### src/rtl/mc_ctrl_pkg.sv
// Shared definitions for the multi-cycle MIPS control path.
// Contents:
//   state_t      - FSM state encoding (also driven on the debug `state` port)
//   OP_* / FN_*  - opcode and R-type funct values of the supported instructions
//   PCSRC_*, RD_*, WD_*, SRCB_*, ALU_*, SH_* - select encodings shared with
//                  the datapath muxes and the ALU
//   instr_t      - one-hot instruction class produced by mc_decode
//   is_terminal  - true for the last state of every instruction
package mc_ctrl_pkg;

    typedef enum logic [3:0] {
        S_FETCH  = 4'd0,
        S_DECODE = 4'd1,
        S_MEMADR = 4'd2,
        S_MEMRD  = 4'd3,
        S_MEMWB  = 4'd4,
        S_MEMWR  = 4'd5,
        S_EXEC   = 4'd6,
        S_ALUWB  = 4'd7,
        S_BRANCH = 4'd8,
        S_JUMP   = 4'd9
    } state_t;

    // Opcodes (IR[31:26])
    localparam logic [5:0] OP_RTYPE = 6'b000000;
    localparam logic [5:0] OP_J     = 6'b000010;
    localparam logic [5:0] OP_JAL   = 6'b000011;
    localparam logic [5:0] OP_BEQ   = 6'b000100;
    localparam logic [5:0] OP_BGTZ  = 6'b000111;
    localparam logic [5:0] OP_ORI   = 6'b001101;
    localparam logic [5:0] OP_LUI   = 6'b001111;
    localparam logic [5:0] OP_LW    = 6'b100011;
    localparam logic [5:0] OP_SW    = 6'b101011;

    // R-type funct codes (IR[5:0])
    localparam logic [5:0] FN_SLL  = 6'b000000;
    localparam logic [5:0] FN_JR   = 6'b001000;
    localparam logic [5:0] FN_ADDU = 6'b100001;
    localparam logic [5:0] FN_SUBU = 6'b100011;

    // PC source mux
    localparam logic [1:0] PCSRC_ALU     = 2'b00;
    localparam logic [1:0] PCSRC_ALUOUT  = 2'b01;
    localparam logic [1:0] PCSRC_JTARGET = 2'b10;
    localparam logic [1:0] PCSRC_RS      = 2'b11;

    // Register-file destination
    localparam logic [1:0] RD_RT = 2'b00;
    localparam logic [1:0] RD_RD = 2'b01;
    localparam logic [1:0] RD_RA = 2'b10;

    // Register-file write data
    localparam logic [1:0] WD_ALUOUT = 2'b00;
    localparam logic [1:0] WD_MDR    = 2'b01;
    localparam logic [1:0] WD_PC     = 2'b10;

    // ALU B operand
    localparam logic [1:0] SRCB_RT      = 2'b00;
    localparam logic [1:0] SRCB_FOUR    = 2'b01;
    localparam logic [1:0] SRCB_IMM     = 2'b10;
    localparam logic [1:0] SRCB_IMM_SH2 = 2'b11;

    // ALU operation
    localparam logic [1:0] ALU_ADD = 2'b00;
    localparam logic [1:0] ALU_SUB = 2'b01;
    localparam logic [1:0] ALU_OR  = 2'b10;
    localparam logic [1:0] ALU_SHL = 2'b11;

    // Shift amount source
    localparam logic [1:0] SH_IR   = 2'b00;
    localparam logic [1:0] SH_LUI  = 2'b01;
    localparam logic [1:0] SH_ZERO = 2'b10;

    typedef struct packed {
        logic addu;
        logic subu;
        logic sll;
        logic jr;
        logic ori;
        logic lw;
        logic sw;
        logic beq;
        logic bgtz;
        logic lui;
        logic j;
        logic jal;
    } instr_t;

    function automatic logic is_terminal(input state_t s);
        return (s == S_MEMWB) || (s == S_MEMWR) || (s == S_ALUWB) ||
               (s == S_BRANCH) || (s == S_JUMP);
    endfunction

endpackage

### src/rtl/mc_decode.sv
// Combinational instruction classifier.
// Ports:
//   opcode  in  6   IR[31:26]
//   funct   in  6   IR[5:0], only meaningful for R-type
//   instr   out     one-hot instruction class (all zero when illegal)
//   illegal out 1   opcode/funct combination is not supported
module mc_decode
    import mc_ctrl_pkg::*;
(
    input  logic [5:0] opcode,
    input  logic [5:0] funct,
    output instr_t     instr,
    output logic       illegal
);

    always_comb begin
        instr   = '0;
        illegal = 1'b0;
        case (opcode)
            OP_RTYPE: begin
                case (funct)
                    FN_ADDU: instr.addu = 1'b1;
                    FN_SUBU: instr.subu = 1'b1;
                    FN_SLL:  instr.sll  = 1'b1;
                    FN_JR:   instr.jr   = 1'b1;
                    default: illegal    = 1'b1;
                endcase
            end
            OP_ORI:  instr.ori  = 1'b1;
            OP_LW:   instr.lw   = 1'b1;
            OP_SW:   instr.sw   = 1'b1;
            OP_BEQ:  instr.beq  = 1'b1;
            OP_BGTZ: instr.bgtz = 1'b1;
            OP_LUI:  instr.lui  = 1'b1;
            OP_J:    instr.j    = 1'b1;
            OP_JAL:  instr.jal  = 1'b1;
            default: illegal    = 1'b1;
        endcase
    end

endmodule

### src/rtl/mc_ctrl.sv
// Multi-cycle MIPS control FSM driving the ALU, operand muxes and the
// PC/IR/RF/DM write enables. Resolves beq/bgtz from the ALU flags, counts
// retired instructions and flags unsupported instructions.
// Ports:
//   clk, reset            clock, synchronous active-high reset
//   opcode, funct         IR fields, valid from DECODE until the next FETCH
//   zero, dayuling        ALU flags (result == 0, result > 0 signed)
//   pc_wr, ir_wr, mem_wr, reg_wr   write enables (held 0 while reset=1)
//   pc_src, reg_dst, wd_sel, alu_srca, alu_srcb, ext_op   datapath selects
//   alu_op, shamt_sel     ALU operation and shift-amount source
//   state                 current FSM state (debug)
//   illegal               one-cycle pulse in DECODE on an unsupported instruction
//   instr_cnt             retired-instruction count, wraps
// Handshake: none; the FSM advances every cycle. Outputs are a decode of the
// current state plus opcode/funct; only BRANCH's pc_wr looks at the ALU flags,
// because the compare is computed by the ALU in that same cycle.
module mc_ctrl
    import mc_ctrl_pkg::*;
#(
    parameter int CNT_W     = 32,
    parameter int LUI_SHAMT = 16
) (
    input  logic             clk,
    input  logic             reset,
    input  logic [5:0]       opcode,
    input  logic [5:0]       funct,
    input  logic             zero,
    input  logic             dayuling,
    output logic             pc_wr,
    output logic [1:0]       pc_src,
    output logic             ir_wr,
    output logic             mem_wr,
    output logic             reg_wr,
    output logic [1:0]       reg_dst,
    output logic [1:0]       wd_sel,
    output logic             alu_srca,
    output logic [1:0]       alu_srcb,
    output logic             ext_op,
    output logic [1:0]       alu_op,
    output logic [1:0]       shamt_sel,
    output logic [3:0]       state,
    output logic             illegal,
    output logic [CNT_W-1:0] instr_cnt
);

    // The datapath applies LUI_SHAMT when shamt_sel selects it; it must be a
    // legal 5-bit shift.
    if (LUI_SHAMT < 1 || LUI_SHAMT > 31) begin : g_bad_lui_shamt
        $error("mc_ctrl: LUI_SHAMT must be in 1..31");
    end

    state_t state_q;
    instr_t instr;
    logic   dec_illegal;

    logic pc_wr_raw;
    logic ir_wr_raw;
    logic mem_wr_raw;
    logic reg_wr_raw;
    logic illegal_raw;

    mc_decode u_decode (
        .opcode  (opcode),
        .funct   (funct),
        .instr   (instr),
        .illegal (dec_illegal)
    );

    // State register, next-state logic and retired-instruction counter.
    // Reset always wins, so an instruction interrupted by reset is neither
    // completed nor counted.
    always_ff @(posedge clk) begin
        if (reset) begin
            state_q   <= S_FETCH;
            instr_cnt <= '0;
        end else begin
            if (is_terminal(state_q))
                instr_cnt <= instr_cnt + CNT_W'(1);
            case (state_q)
                S_FETCH:  state_q <= S_DECODE;
                S_DECODE: begin
                    if (dec_illegal)
                        state_q <= S_FETCH;
                    else if (instr.lw || instr.sw)
                        state_q <= S_MEMADR;
                    else if (instr.addu || instr.subu || instr.sll || instr.ori || instr.lui)
                        state_q <= S_EXEC;
                    else if (instr.beq || instr.bgtz)
                        state_q <= S_BRANCH;
                    else
                        state_q <= S_JUMP;
                end
                S_MEMADR: state_q <= instr.lw ? S_MEMRD : S_MEMWR;
                S_MEMRD:  state_q <= S_MEMWB;
                S_EXEC:   state_q <= S_ALUWB;
                default:  state_q <= S_FETCH;
            endcase
        end
    end

    // Output decode; anything not set in a state stays at 0.
    always_comb begin
        pc_wr_raw   = 1'b0;
        ir_wr_raw   = 1'b0;
        mem_wr_raw  = 1'b0;
        reg_wr_raw  = 1'b0;
        illegal_raw = 1'b0;
        pc_src      = PCSRC_ALU;
        reg_dst     = RD_RT;
        wd_sel      = WD_ALUOUT;
        alu_srca    = 1'b0;
        alu_srcb    = SRCB_RT;
        ext_op      = 1'b0;
        alu_op      = ALU_ADD;
        shamt_sel   = SH_IR;
        case (state_q)
            S_FETCH: begin
                // PC <= PC + 4 while the instruction is latched into IR
                ir_wr_raw = 1'b1;
                pc_wr_raw = 1'b1;
                alu_srcb  = SRCB_FOUR;
            end
            S_DECODE: begin
                // Speculatively compute the branch target into ALUOut
                alu_srcb    = SRCB_IMM_SH2;
                ext_op      = 1'b1;
                illegal_raw = dec_illegal;
            end
            S_MEMADR: begin
                alu_srca = 1'b1;
                alu_srcb = SRCB_IMM;
                ext_op   = 1'b1;
            end
            S_MEMWB: begin
                reg_wr_raw = 1'b1;
                wd_sel     = WD_MDR;
            end
            S_MEMWR: mem_wr_raw = 1'b1;
            S_EXEC: begin
                alu_srca = 1'b1;
                if (instr.subu) begin
                    alu_op = ALU_SUB;
                end else if (instr.sll) begin
                    alu_op = ALU_SHL;
                end else if (instr.ori) begin
                    alu_srcb = SRCB_IMM;
                    alu_op   = ALU_OR;
                end else if (instr.lui) begin
                    alu_srcb  = SRCB_IMM;
                    alu_op    = ALU_SHL;
                    shamt_sel = SH_LUI;
                end
            end
            S_ALUWB: begin
                reg_wr_raw = 1'b1;
                reg_dst    = (instr.ori || instr.lui) ? RD_RT : RD_RD;
            end
            S_BRANCH: begin
                // rs - rt; bgtz has rt=$0 so dayuling reflects rs > 0
                alu_srca  = 1'b1;
                alu_op    = ALU_SUB;
                pc_src    = PCSRC_ALUOUT;
                pc_wr_raw = instr.beq ? zero : dayuling;
            end
            S_JUMP: begin
                pc_wr_raw = 1'b1;
                if (instr.jr) begin
                    pc_src = PCSRC_RS;
                end else begin
                    pc_src = PCSRC_JTARGET;
                    if (instr.jal) begin
                        reg_wr_raw = 1'b1;
                        reg_dst    = RD_RA;
                        wd_sel     = WD_PC;
                    end
                end
            end
            default: ;
        endcase
    end

    assign pc_wr   = pc_wr_raw   & ~reset;
    assign ir_wr   = ir_wr_raw   & ~reset;
    assign mem_wr  = mem_wr_raw  & ~reset;
    assign reg_wr  = reg_wr_raw  & ~reset;
    assign illegal = illegal_raw & ~reset;
    assign state   = state_q;

endmodule

### config.mk
export PLATFORM = sky130hd
export DESIGN_NAME = mc_ctrl
export DESIGN_NICKNAME = d
export VERILOG_FILES = /design/src/rtl/mc_ctrl_pkg.sv /design/src/rtl/mc_decode.sv /design/src/rtl/mc_ctrl.sv
export SDC_FILE = /design/constraint.sdc
export NUM_CORES = 1
export LEC_CHECK = 0
export ABC_AREA = 1
export CORE_MARGIN = 3
export CORE_UTILIZATION = 25
export DETAILED_ROUTE_END_ITERATION = 8
export PLACE_DENSITY = 0.47
export RECOVER_POWER = 50
export SLEW_MARGIN = 20
export SYNTH_ARGS = -nofsm -noshare
export SYNTH_HDL_FRONTEND = slang
export SYNTH_HIERARCHICAL = 1
export SYNTH_SLANG_ARGS = --single-unit
### constraint.sdc
create_clock -name clk -period 1.9 [get_ports clk]
set_input_delay 0.38 -clock clk [delete_from_list [all_inputs] [get_ports clk]]
set_output_delay 0.38 -clock clk [all_outputs]
set_load 0.005 [all_outputs]
==> flow_metrics.py, run 1 <==
metrics = {
    "power": {
        "ir_worst_vdd_v": 0.000217,
        "internal-power_mw": 1.18,
        "power.density_nw_per_um2": 400,
        "p_total_mw": 1.58,
        "p_leak_nw": 1.74,
        "switching_power_mw": 0.404,
        "p_sw_share_pct": 25.5,
        "combPwrFrac_pct": 16.0,
        "seqPwrFrac_pct": 48.3,
        "power_frac_clock_pct": 35.7,
    },
    "worst_setup_path": {
        "worstPathMaxFanout": 3,
        "cp.arrival_ns": 1.57,
        "cp-start-kind": "input pin",
        "critPathKind": "input pin to primary output",
        "end_kind": "primary output",
        "critPathRequiredTime_ns": 1.52,
    },
    "yosys": {
        "synth_nets": 422,
        "syn_inst": 405,
        "syn_area_um2": 2550,
        "post_synth.cell_area_avg_um2": 6.31,
        "yosysWarnings": 6,
    },
    "clocking": {
        "clk_pin_slew_worst_paths_ns": 0.07,
        "cts.sinks": 36,
        "cts_tree": "built",
        "clockBufferDepth": 2,
        "cts-root-buf": "clkbuf_8",
        "htreeDepth": 2,
        "clk_latency_ns": 0.29,
        "cts_buffers": 5,
    },
    "timing": {
        "timing.final.crit_period_ns": 1.95,
        "setup_slack_ns": -0.0549,
        "rsz0062_at_grt": "true",
        "skew_ns": 0.00537,
        "fmax_ghz": 0.512,
        "hold_viol": 0,
        "drv_slew": 0,
        "final.setup.tns_ns": -0.203,
        "min_period_over_period_pct": 103,
        "setup_viol": 8,
    },
    "cells_and_area": {
        "final_layout_size_suffix_gt1_share_pct": 28.9,
        "area_growth_pct": 54.9,
        "n_antenna_cell": 0,
        "nFillCells": 1043,
        "multi_input_area_um2": 1660,
        "fin_nets": 553,
        "layoutNonFillerInstCount": 670,
        "area.sequential_um2": 727,
        "utilization_pct": 40.1,
    },
    "place": {
        "pre_cts_slack_ns": -0.829,
        "gp_congestion": 0.844,
        "dpl.cell_count": 640,
        "port_buffers": 69,
        "dp_hpwl_mm": 6.08,
    },
    "floorplanning": {
        "rows": 36,
        "die_area_um2": 11500,
        "core_region_area_um2": 9860,
        "pin_count": 71,
        "dieHeight_um": 107,
        "fp.dieW_um": 107,
        "start_util_pct": 25.9,
    },
    "min_path": {
        "hp-class": "register to register",
    },
    "grt": {
        "grt_usage_pct": 14.5,
        "grt_antenna_before_repair": 0,
        "grt_overflow": 0,
        "grt_first_pass_wirelength_mm": 13.5,
        "grt_max_degree": 24,
        "grt_pass1_vias": 2897,
    },
    "drt": {
        "ant_nets": 0,
        "drt_wl_total_mm": 8.08,
        "dr.first_iter.drc_count": 90,
        "drc_errors": 0,
        "viasPerCell": 4.33,
        "vias": 2904,
        "wl_per_cell_um": 12.1,
        "dr.pass1.iters": 4,
    },
    "job": {
        "maxCapViolCount": 0,
    },
    "status": {
        "outcome": "finished with violations",
        "violations": "setup timing",
    },
}
what timing repair did:
action,in CTS,in global routing
hold buffers,0,0
setup buffers,21,2
setup endpoints to repair,19,16
pin swaps,28,12
resized for setup,125,24
worst max-delay path, stage by stage:
cell and delay [ns]:
dlygate4sd2_1 0.27, inv_1 0.08, nand2_1 0.06, nor2_2 0.15
nand3_2 0.12, nor2_4 0.14, nor2_2 0.06, a31o_2 0.19
buf_2 0.12
stage by stage:
step	hold slack [ns]	area (um^2)
after global placement	0.470	3660
after floorplan	0.464	2550
final	0.473	3960
after detailed placement	0.468	3660
after global routing	0.511	3960
after CTS	0.479	3930
sequential cells by signal (all words and copies together), names as in the netlist:
register   count
state          4
instr_cnt     32
final timing paths:
kind | startpoint | endpoint | slack, ns | depth (start not counted)
worst max register to register | instr_cnt[1] | instr_cnt[28] | 0.15 | 8
worst min register to register | instr_cnt[12] | instr_cnt[12] | 0.47 | 2
worst min-delay path | instr_cnt[12] | instr_cnt[12] | 0.47 | 2
worst max-delay path | funct[3] | alu_srcb[1] | -0.05 | 9
power by group through the flow:
stage	sequential (mW)	clock (mW)	combinational, mW
after global placement	0.781	0	0.220
after floorplan	0.780	0	0.0904
after CTS	0.763	0.601	0.234
after global routing	0.765	0.632	0.279
after detailed placement	0.781	0	0.219
final	0.764	0.565	0.254
cell type report:
class                   count  share of cell area [%]
multi-input cells         304                    41.9
repair buffers            130                    27.4
flip-flops and latches     36                    18.4
inverters                  59                    5.79
well taps                 133                    4.20
clock buffers               8                    2.28
layout by cell type, fill, tap and decap left out, drive strengths merged, types with 11 or more instances in the layout:
cell	n
dlygate4sd3	16
o21ai	14
a21oi	28
buf	77
nand2	102
nor2	94
inv	59
nand4	11
dfxtp	36
clkdlybuf4s50	23
nand3	31
per-layer routing:
layer	wire length, um	vias up	track usage (%)	part of all wire, %
li1	-	1546	-	-
met2	3870	80	25.0	48
met3	526	8	4.09	6.5
met5	0	-	0	0
met4	137	0	4.29	1.7
met1	3550	1270	17.4	44
(Power assumes the default switching activity.)
==> run 2: changes to the inputs <==
- REMOVE_ABC_BUFFERS: default -> 1
==> flow_metrics.py, run 2 (synthesis gave the netlist of run 1 again) <==
metrics = {
    "grt": {
        "grt_overflow": 0,
        "grt_first_pass_wirelength_mm": 12.7,
        "grt_max_degree": 24,
        "grt_antenna_before_repair": 0,
        "grt_pass1_vias": 2750,
        "grt_usage_pct": 13.5,
    },
    "clocking": {
        "clockBufferDepth": 2,
        "cts-root-buf": "clkbuf_8",
        "cts.sinks": 36,
        "clk_latency_ns": 0.29,
        "cts_buffers": 5,
        "htreeDepth": 2,
        "clk_pin_slew_worst_paths_ns": 0.07,
        "cts_tree": "built",
    },
    "cells_and_area": {
        "largest_reg_flops": 32,
        "layout_common_cells": "86 x nand2_1, 63 x nor2_1, 51 x buf_4",
        "fin_nets": 544,
        "area_growth_pct": 52.4,
        "top_register": "instr_cnt",
        "mostFrequentLayoutCell": "nand2_1",
        "utilization_pct": 39.5,
        "final_layout_size_suffix_gt1_share_pct": 30.5,
        "nFillCells": 1038,
        "n_antenna_cell": 0,
    },
    "timing": {
        "setup_slack_ns": -0.00981,
        "rsz0062_at_grt": "true",
        "drv_slew": 0,
        "hold_viol": 0,
        "timing.final.crit_period_ns": 1.91,
        "skew_ns": 0.00373,
        "fmax_ghz": 0.524,
        "min_period_over_period_pct": 101,
        "timing.hold.ws_ns": 0.479,
        "setup_viol": 1,
        "final.setup.tns_ns": -0.00981,
    },
    "worst_setup_path": {
        "worstPathMaxFanout": 4,
        "r2r_slack_ns": 0.10,
        "ff2ff_path_depth": 13,
        "critPathRequiredTime_ns": 1.52,
        "r2r_end": "instr_cnt[13]",
        "cp.arrival_ns": 1.53,
        "r2r-start": "state[2]",
        "critPathKind": "input pin to primary output",
        "cp-start-kind": "input pin",
        "end_kind": "primary output",
    },
    "status": {
        "violations": "setup timing",
        "outcome": "finished with violations",
    },
    "power": {
        "p_leak_nw": 1.74,
        "p_total_mw": 1.56,
        "switching_power_mw": 0.397,
        "p_sw_share_pct": 25.4,
        "combPwrFrac_pct": 14.7,
        "power.density_nw_per_um2": 401,
        "seqPwrFrac_pct": 48.9,
        "internal-power_mw": 1.17,
        "power_frac_clock_pct": 36.4,
        "ir_worst_vdd_v": 0.000226,
    },
    "floorplanning": {
        "rows": 36,
        "start_util_pct": 25.9,
        "pin_count": 71,
        "die_area_um2": 11500,
        "core_region_area_um2": 9860,
        "fp.dieW_um": 107,
        "dieHeight_um": 107,
    },
    "place": {
        "pre_cts_slack_ns": -0.811,
        "dp_hpwl_mm": 5.99,
        "port_buffers": 69,
        "gp_congestion": 0.810,
    },
    "min_path": {
        "hp-start": "instr_cnt[12]",
        "hp-class": "register to register",
        "holdPathStages": 2,
        "holdPathEnd": "instr_cnt[12]",
    },
    "drt": {
        "dr.first_iter.drc_count": 75,
        "viasPerCell": 4.30,
        "dr.pass1.iters": 4,
        "vias": 2845,
        "drc_errors": 0,
        "drt_wl_total_mm": 7.68,
        "ant_nets": 0,
        "wl_per_cell_um": 11.6,
    },
    "job": {
        "maxCapViolCount": 0,
    },
}
==> run 2: worst max-delay path: stages <==
cell and delay [ns]:
buf_4 0.14, nor2_4 0.12, nand3_2 0.12, or2_1 0.27, nor2_2 0.12, nor2_2 0.06
a31o_2 0.20, buf_2 0.12
==> run 2: metrics by stage <==
stage                     instances  cell area (um^2)
after detailed placement        640              3660
after global placement          640              3660
after global routing            661              3890
after floorplan                 399              2510
final                           661              3890
after CTS                       659              3830
==> run 2: metal layers <==
layer	GRT usage [%]	up-vias	wire length [um]
met5	0	-	0
met4	2.74	0	92
met3	4.33	7	541
met2	24.1	58	3670
met1	15.8	1251	3380
li1	-	1529	-
==> run 2: worst max path at each step <==
stage | to | cells after the start | from | slack (ns)
floorplan | alu_srcb[1] | 6 | opcode[1] | 0.25
global placement | alu_op[1] | 8 | opcode[4] | -0.77
detailed placement | alu_op[0] | 10 | opcode[3] | -0.81
CTS | alu_op[0] | 10 | opcode[5] | 0.001
global route | alu_srcb[1] | 8 | opcode[4] | -0.07
finish | alu_srcb[1] | 8 | opcode[2] | -0.01
==> run 2: cell type report <==
cell class	count	area (um^2)	share of cell area, %
Multi-Input combinational cell	304	1690	43.3
Timing Repair Buffer	121	1000	25.7
Sequential cell	36	726	18.6
Inverter	59	224	5.75
Tap cell	133	166	4.27
Clock buffer	8	90.1	2.31
==> run 2: power groups by stage <==
stage / clock, mW / sequential, mW / combinational, mW
3_3_place_gp: 0 / 0.782 / 0.214
6_report: 0.569 / 0.764 / 0.230
5_1_grt: 0.620 / 0.765 / 0.255
3_5_place_dp: 0 / 0.782 / 0.213
2_1_floorplan: 0 / 0.784 / 0.0756
4_1_cts: 0.599 / 0.763 / 0.217
==> run 2: repair_timing <==
action,4_1_cts,5_1_grt
buffers inserted,11,3
hold buffers,0,0
resized for setup,119,37
setup endpoints to repair,20,15
pin swaps,19,23
==> run 3: changes to the inputs <==
- PLACE_DENSITY: 0.47 -> 0.48
- SKIP_LAST_GASP: default -> 1
- SYNTH_HIERARCHICAL: 1 -> default
==> flow_metrics.py, run 3 <==
metrics = {
    "grt": {
        "grt_first_pass_wirelength_mm": 13.3,
        "grt_pass1_vias": 2768,
        "grt_antenna_before_repair": 0,
        "grt_usage_pct": 14.8,
        "grt_overflow": 0,
        "grt_max_degree": 12,
    },
    "floorplanning": {
        "start_util_pct": 25.8,
        "dieHeight_um": 104,
        "die_area_um2": 10800,
        "core_region_area_um2": 9280,
        "rows": 35,
        "pin_count": 71,
        "fp.dieW_um": 104,
    },
    "worst_setup_path": {
        "cp.arrival_ns": 1.54,
        "worstPathMaxFanout": 5,
        "crit_top_cell": "nand2_2",
        "cp-start-kind": "input pin",
        "critPathRequiredTime_ns": 1.52,
        "crit_slowest_cell": "dlygate4sd2_1",
        "end_kind": "primary output",
        "path_cells": "dlygate4sd2_1 -> nor2_2 -> nand2_2 -> nor2_4 -> buf_4 -> nand2_2 -> nand3_2 -> nor2_1 -> clkdlybuf4s15_1",
        "crit_buf_inv": 3,
        "cpPeakStageDelay_ns": 0.26,
        "crit_family": "buffers and inverters",
        "critPathKind": "input pin to primary output",
    },
    "yosys": {
        "synth_seq_area_share_pct": 30.1,
        "synthTopCellsByArea": "dfxtp_1 30%, nand2_1 14%, nor2_1 10%",
        "synth.most_common_cell": "nand2_1",
        "yosys.cell_types.count": 35,
        "syn_area_um2": 2400,
        "ys.flop_type": "dfxtp_1",
        "post_synth.cell_area_avg_um2": 6.10,
        "async_flop_share_pct": 0,
        "synth_edf_count": 0,
        "yosysWarnings": 0,
        "syn_inst": 393,
        "synth_top_cells_by_count": "87 x nand2_1, 67 x nor2_1, 57 x inv_1",
        "synth_top_area_cell": "dfxtp_1",
        "synth_top_area_share_pct": 30.1,
        "ys_ff_latch": 36,
    },
    "power": {
        "internal-power_mw": 1.17,
        "ir_worst_vdd_v": 0.000200,
        "p_leak_nw": 1.75,
        "switching_power_mw": 0.431,
        "power.density_nw_per_um2": 416,
        "combPwrFrac_pct": 16.5,
        "p_sw_share_pct": 26.9,
        "p_total_mw": 1.61,
        "power_frac_clock_pct": 35.9,
        "seqPwrFrac_pct": 47.6,
    },
    "cells_and_area": {
        "n_antenna_cell": 0,
        "final_area_um2": 3860,
        "area.sequential_um2": 736,
        "final_layout_size_suffix_gt1_share_pct": 29.7,
        "mostFrequentLayoutCell": "nand2_1",
        "multi_input_area_um2": 1570,
        "fin_nets": 541,
        "area_growth_pct": 60.9,
        "utilization_pct": 41.5,
        "top_register": "instr_cnt",
        "largest_reg_flops": 32,
        "layoutNonFillerInstCount": 654,
        "nFillCells": 1013,
        "layout_common_cells": "79 x nand2_1, 59 x buf_4, 55 x nor2_1",
    },
    "clocking": {
        "cts-root-buf": "clkbuf_8",
        "clk_pin_slew_worst_paths_ns": 0.07,
        "htreeDepth": 2,
        "cts_tree": "built",
        "clk_latency_ns": 0.29,
        "clockBufferDepth": 2,
        "cts_buffers": 5,
        "cts.sinks": 36,
    },
    "job": {
        "maxCapViolCount": 0,
    },
    "timing": {
        "fmax_ghz": 0.521,
        "hold_viol": 0,
        "timing.hold.ws_ns": 0.489,
        "timing.final.crit_period_ns": 1.92,
        "skew_ns": 0.00558,
        "min_period_over_period_pct": 101,
        "drv_slew": 0,
        "final.setup.tns_ns": -0.0178,
        "setup_viol": 1,
        "setup_slack_ns": -0.0178,
        "rsz0062_at_grt": "true",
    },
    "place": {
        "pre_cts_slack_ns": -0.683,
        "postPlaceCellArea_um2": 3590,
        "dp_hpwl_mm": 6.42,
        "dpl.cell_count": 632,
        "gp_congestion": 0.878,
        "port_buffers": 69,
    },
    "drt": {
        "vias": 2900,
        "wl_per_cell_um": 12.5,
        "viasPerCell": 4.43,
        "drt_wl_total_mm": 8.17,
        "dr.first_iter.drc_count": 114,
        "dr.pass1.iters": 4,
        "ant_nets": 0,
        "drc_errors": 0,
    },
    "status": {
        "outcome": "finished with violations",
        "violations": "setup timing",
    },
    "min_path": {
        "hp-class": "register to register",
    },
}
run 3: cells by family after synthesis:
kind of cell,count (synthesis),synth area share (%)
compound gates,46,10.6
simple gates,240,47.5
other cells,1,0.156
buf+inv,69,11.1
flops,36,30.1
fa+ha+maj,1,0.522
run 3: power groups by stage:
stage	sequential (mW)	clock, mW	combinational [mW]
after floorplan	0.784	0	0.0838
after global placement	0.783	0	0.254
after detailed placement	0.783	0	0.253
after CTS	0.765	0.596	0.254
after global routing	0.765	0.622	0.292
final	0.764	0.577	0.265
run 3: metal layers:
layer / global-route usage [%] / vias up / routed length, um
met5: 0 / - / 0
met2: 24.1 / 53 / 3860
met1: 20.1 / 1317 / 3910
met3: 2.92 / 8 / 318
met4: 3.42 / 0 / 80
li1: - / 1522 / -
run 3: timing repair:
item | 4_1_cts | 5_1_grt
pin swaps | 20 | 19
hold buffers | 0 | 0
setup buffers | 8 | 8
endpoints found under the hold margin | 0 | 0
resized for setup | 92 | 45
setup endpoints to repair | 18 | 14
run 3: worst paths after layout:
| path | to | cells after the start | start | slack, ns |
|---|---|---|---|---|
| setup / recovery | shamt_sel[0] | 9 | opcode[1] | -0.02 |
| hold / removal | instr_cnt[6] | 2 | instr_cnt[6] | 0.49 |
| setup reg to reg | instr_cnt[24] | 13 | state[3] | 0.17 |
| hold reg to reg | instr_cnt[6] | 2 | instr_cnt[6] | 0.49 |
run 3: area by class of cell:
type                    count  area share [%]
repair buffers            130            27.5
flip-flops and latches     36            19.1
clock inverters             2           0.260
multi-input cells         288            40.6
clock buffers               6            2.14
well taps                 129            4.19
inverters                  63            6.26
run 3: worst reg2reg max path: cells and delay by family (launching register included):
| kind | cells | cell delay [ns] |
|---|---|---|
| DFF | 1 | 0.36 |
| and+or+nand+nor | 9 | 0.84 |
| buffers and inverters | 4 | 0.45 |
